`config.mk`:
```
export PLATFORM = sky130hd
export DESIGN_NAME = byte_word_packer
export DESIGN_NICKNAME = d
export VERILOG_FILES = /design/src/rtl/fifo_pkg.sv /design/src/rtl/byte_word_packer.sv
export SDC_FILE = /design/constraint.sdc
export NUM_CORES = 1
export LEC_CHECK = 0
export CAP_MARGIN = 20
export CORE_ASPECT_RATIO = 1.25
export CORE_MARGIN = 3
export CORE_UTILIZATION = 59
export DETAILED_ROUTE_END_ITERATION = 10
export GPL_ROUTABILITY_DRIVEN = 0
export PLACE_DENSITY = 0.94
export SETUP_SLACK_MARGIN = 0.1
export SYNTH_ARGS = -nofsm -noshare
export SYNTH_HDL_FRONTEND = slang
export SYNTH_SLANG_ARGS = --single-unit
```
`constraint.sdc`:
```
create_clock -name pack_clk -period 4.43 [get_ports pack_clk]
set_input_delay 0.886 -clock pack_clk [delete_from_list [all_inputs] [get_ports pack_clk]]
set_output_delay 0.886 -clock pack_clk [all_outputs]
set_load 0.005 [all_outputs]
```
`src/rtl/fifo_pkg.sv`:
```
// Shared definitions for the byte-to-word packer feeding the 8 x 32-bit FIFO.
//   WORD_W / BYTE_W / LANES : word geometry (one 32-bit word = 4 byte lanes)
//   pack_state_t            : frame FSM states
//   DEFAULT_PAD_BYTE        : fill value for unused lanes of a flushed word
package fifo_pkg;
  localparam int WORD_W = 32;
  localparam int BYTE_W = 8;
  localparam int LANES  = 4;

  typedef enum logic {
    IDLE = 1'b0,
    PACK = 1'b1
  } pack_state_t;

  localparam logic [BYTE_W-1:0] DEFAULT_PAD_BYTE = 8'h00;
endpackage

```
`src/rtl/byte_word_packer.sv`:
```
// Packs a byte stream into 32-bit words and drives the FIFO write port.
// A frame delimiter flushes a partial word (unused lanes = PAD_BYTE) and
// publishes the frame's word count.
// Ports:
//   pack_clk, pack_rst_n : clock, asynchronous active-low reset
//   byte_valid/byte_data/byte_last : input byte stream, last qualified by valid
//   data_valid/data      : one-cycle word strobe and packed word (0 when idle)
//   pad_bytes            : padded lanes of the strobed word (0 when idle)
//   frame_done           : pulse with the last word of a frame
//   frame_words          : saturating word count of the last completed frame
module byte_word_packer
  import fifo_pkg::*;
#(
  parameter bit                LITTLE_ENDIAN = 1'b1,
  parameter logic [BYTE_W-1:0] PAD_BYTE      = DEFAULT_PAD_BYTE,
  parameter int                FRAME_CNT_W   = 16
) (
  input  logic                   pack_clk,
  input  logic                   pack_rst_n,
  input  logic                   byte_valid,
  input  logic [BYTE_W-1:0]      byte_data,
  input  logic                   byte_last,
  output logic                   data_valid,
  output logic [WORD_W-1:0]      data,
  output logic [1:0]             pad_bytes,
  output logic                   frame_done,
  output logic [FRAME_CNT_W-1:0] frame_words
);

  pack_state_t            r_state;
  pack_state_t            w_state_nxt;
  logic [1:0]             r_lane;
  logic [WORD_W-1:0]      r_shift;
  logic [FRAME_CNT_W-1:0] r_cnt;
  logic                   r_data_valid;
  logic [WORD_W-1:0]      r_data;
  logic [1:0]             r_pad;
  logic                   r_frame_done;
  logic [FRAME_CNT_W-1:0] r_frame_words;

  logic [WORD_W-1:0]      w_word;
  logic                   w_emit;

  // Bit offset of a logical lane (lane 0 = first byte of the word).
  function automatic int lane_pos(input int lane);
    return LITTLE_ENDIAN ? BYTE_W * lane : BYTE_W * (LANES - 1 - lane);
  endfunction

  function automatic logic [WORD_W-1:0] lane_insert(input logic [WORD_W-1:0] word,
                                                    input logic [1:0]        lane,
                                                    input logic [BYTE_W-1:0] b);
    logic [WORD_W-1:0] res;
    res = word;
    res[lane_pos(int'(lane)) +: BYTE_W] = b;
    return res;
  endfunction

  // Lanes after the last written one may hold bytes from an earlier word;
  // overwrite them so only accepted bytes and padding leave the block.
  function automatic logic [WORD_W-1:0] pad_fill(input logic [WORD_W-1:0] word,
                                                 input logic [1:0]        last_lane);
    logic [WORD_W-1:0] res;
    res = word;
    for (int i = 0; i < LANES; i++) begin
      if (i > int'(last_lane)) res[lane_pos(i) +: BYTE_W] = PAD_BYTE;
    end
    return res;
  endfunction

  function automatic logic [FRAME_CNT_W-1:0] sat_inc(input logic [FRAME_CNT_W-1:0] c);
    return (&c) ? c : c + 1'b1;
  endfunction

  assign w_word = lane_insert(r_shift, r_lane, byte_data);
  assign w_emit = byte_valid && (byte_last || (r_lane == 2'd3));

  always_comb begin
    w_state_nxt = r_state;
    case (r_state)
      IDLE:    if (byte_valid && !byte_last) w_state_nxt = PACK;
      PACK:    if (byte_valid && byte_last)  w_state_nxt = IDLE;
      default: w_state_nxt = IDLE;
    endcase
  end

  always_ff @(posedge pack_clk or negedge pack_rst_n) begin
    if (!pack_rst_n) r_state <= IDLE;
    else             r_state <= w_state_nxt;
  end

  always_ff @(posedge pack_clk or negedge pack_rst_n) begin
    if (!pack_rst_n) begin
      r_lane        <= '0;
      r_shift       <= '0;
      r_cnt         <= '0;
      r_data_valid  <= 1'b0;
      r_data        <= '0;
      r_pad         <= '0;
      r_frame_done  <= 1'b0;
      r_frame_words <= '0;
    end else begin
      r_data_valid <= w_emit;
      r_data       <= w_emit ? pad_fill(w_word, r_lane) : '0;
      r_pad        <= w_emit ? 2'd3 - r_lane : 2'd0;
      r_frame_done <= byte_valid && byte_last;
      if (byte_valid) begin
        r_shift <= w_word;
        r_lane  <= byte_last ? 2'd0 : r_lane + 2'd1;
        if (byte_last) begin
          r_frame_words <= sat_inc(r_cnt);
          r_cnt         <= '0;
        end else if (r_lane == 2'd3) begin
          r_cnt <= sat_inc(r_cnt);
        end
      end
    end
  end

  assign data_valid  = r_data_valid;
  assign data        = r_data;
  assign pad_bytes   = r_pad;
  assign frame_done  = r_frame_done;
  assign frame_words = r_frame_words;

endmodule
```
==> results.yml <==
die:
  coreArea_um2: 7440
  num_rows: 35
  die_h_um: 104
  dieArea_um2: 8830
  fp.dieW_um: 84.7
  pin_count: 64
  start_util_pct: 61.3
critical_path:
  crit_type: "input port to flop"
  crit_family: "simple AND/OR/NAND/NOR gates"
  critPathMaxStageDelay_ns: 0.81
  critPathSlowestCell: "clkdlybuf4s50_1"
  critPathCaptureType: "flop"
  startpoint_type: "input port"
  cp_max_fo: 18
  path_cells: "clkdlybuf4s50_1 > nand2_1 > nor2_2 > a31oi_1 > a211oi_1"
  cp.arrival_ns: 3.07
  critPathBufInv: 1
  cp.required_ns: 4.70
logic_synthesis:
  syn_inst: 438
  ys.flop_type: "dfrtp_1"
  post-synth-top-count-cell: "dfrtp_1"
  syn_area_um2: 4560
  ys_types: 55
  ys_seq_area_share_pct: 55.9
  synth_edf_count: 0
  yosysTopAreaCellShare_pct: 55.9
  synth_top_cell_by_area: "dfrtp_1"
  ys_top_cells_by_area: "dfrtp_1, a22o_1, a21oi_1"
  yosysWarnings: 0
  synthTopCellsByCount: "dfrtp_1, nor2_1, a21oi_1, nand2_1"
  syn-num-nets: 457
  async_flop_share_pct: 100
  ys_seq_elements: 102
  syn_avg_cell_area_um2: 10.4
clock_tree:
  cts_hold_buf: 0
  root_buffer: "clkbuf_8"
  cts_num_sinks: 102
  cts_setup_buffers: 0
  cts_tree: "yes"
  cts_made_buffers: 9
  cts_resized: 0
  path_clk_slew_ns: 0.10
  clock_path_buffers: 2
  clk_latency_ns: 0.38
  cts_max_level: 3
place:
  hpwl_um: 7100
  portBuffers: 63
cells_and_area:
  fillers: 512
  syn2layout_area_growth_pct: 19.5
  antennaDiodeCount: 0
  multi_input_area_um2: 1860
  nets: 508
  drive_gt1_share_pct: 7.29
  post-route-util_pct: 73.3
  regArea_um2: 2550
sta:
  period_needed_ns: 2.80
  finalCritPeriodShare_pct: 63.1
  setup_tns_ns: 0
  fmax_mhz: 358
  skew_ns: 0.0124
  worst_pin_slew_ns: 0.683
  fin_hold_ws_ns: 0.464
  grt_setup_unrepaired: "no"
  relSlewSlack_pct: 54.1
  finalSetupViolations: 0
  slew_violations: 0
  hold_violations: 0
power_and_ir_drop:
  ir_worst_vdd_mv: 0.241
  power.leakage_nw: 2.39
  power.density_nw_per_um2: 344
grt:
  grt_usage_pct: 24.7
  antenna_found_initial: 0
  grt_overflow: 0
  grt_pass1_vias: 3649
  grt_max_degree: 84
  grt_pass1_wl_um: 17500
detailed_routing:
  wl_per_cell_um: 18.0
  firstDrtPassIters: 7
  routed_wl_um: 10600
  detail-route-antenna-nets: 0
  vias: 3598
  drt_iter0_drc: 323
  drc: 0
  routed_via_density: 6.14
outcome:
  outcome: "completed"
min_path:
  hp-class: "input port to async pin"
flow_run:
  maxCapViolCount: 0
==> cell usage in the layout, fill, tap and decap left out, types with 2 or more instances in the layout <==
cell type and instances:
a21o_1 4, inv_6 2, ha_1 7, o311ai_0 3, nor2b_1 30, nand2b_1 7
and2_0 2, nand3b_1 3, clkbuf_8 9, nand3_1 6, nand2_1 38, nor2_1 46
clkdlybuf4s50_1 62, a31oi_1 5, inv_1 3, o21ai_1 3, a31o_2 2, a22o_1 30
dfrtp_1 102, xor2_1 2, xnor2_1 4, and2_1 3, clkinv_8 3, mux2i_1 2
o31ai_1 5, nor3_1 2, o21ai_0 23, buf_4 5, nand4_1 5, nor4_1 2
a211oi_1 2, a21oi_1 45
==> worst register-to-register path, stage by stage (launching register included) <==
cell and delay, ns:
dfrtp_1 0.48, inv_1 0.25, ha_1 0.54, nor4bb_1 0.31
buf_4 0.22, and2_1 0.33, a22o_1 0.22
==> kinds of logic after synthesis <==
logic type	after synthesis	share of synthesized area (%)
muxes	3	0.685
DFF	102	55.9
buffers and inverters	32	3.21
and+or+nand+nor	158	18.5
AOI/OAI and AO/OA	130	18.6
adders and majority gates	7	1.92
xor gates and xnor gates	6	1.15
==> worst paths after layout <==
check | start | end | slack [ns] | depth (start not counted)
min in group pack_clk | frame_words[0] | frame_words[0] | 0.49 | 2
setup reg to reg | r_lane[0] | r_shift[3] | 2.01 | 6
hold reg to reg | frame_words[0] | frame_words[0] | 0.49 | 2
hold / removal | pack_rst_n | frame_words[3] | 0.46 | 1
setup / recovery | byte_valid | r_cnt[7] | 1.63 | 5
max in group asynchronous | pack_rst_n | r_shift[2] | 3.05 | 3
==> sequential cells by signal (all words and copies together) (netlist names) <==
register / count
r_lane: 2
frame_words: 16
r_shift: 32
data: 32
frame_done: 1
pad_bytes: 2
r_cnt: 16
data_valid: 1
==> through the flow <==
stage                     setup slack [ns]  cell area [um2]  std cells  power [W]
after global routing                  1.48             5450        586    0.00196
after detailed placement              1.28             5200        569    0.00125
after floorplan                       2.37             4560        438    0.00116
final                                 1.63             5450        586    0.00188
after global placement                1.34             5200        569    0.00124
after CTS                             1.68             5430        585    0.00189
==> cell type report <==
| class | count | share of cell area [%] |
|---|---|---|
| Sequential cell | 102 | 46.8 |
| Multi-Input combinational cell | 304 | 34.2 |
| Timing Repair Buffer | 68 | 12.4 |
| Clock buffer | 9 | 2.27 |
| Tap cell | 92 | 2.11 |
| Clock inverter | 7 | 1.93 |
| Inverter | 4 | 0.275 |
==> report_power, final <==
part | leakage [nW] | total, W | internal [W] | switching (W)
Sequential | 1.41 | 0.00100 | 0.000976 | 0.0000288
Clock | 0.113 | 0.000637 | 0.000280 | 0.000357
Combinational | 0.869 | 0.000236 | 0.000102 | 0.000134
==> routing by layer <==
layer | track usage, % | vias to the layer above | part of all wire, %
li1 | - | 1646 | -
met1 | 29.9 | 1742 | 38
met2 | 42.4 | 179 | 52
met3 | 5.47 | 31 | 6.9
met4 | 10.2 | 0 | 3.2
met5 | 0 | - | 0
No activity file was read; power rests on OpenSTA's default activity.
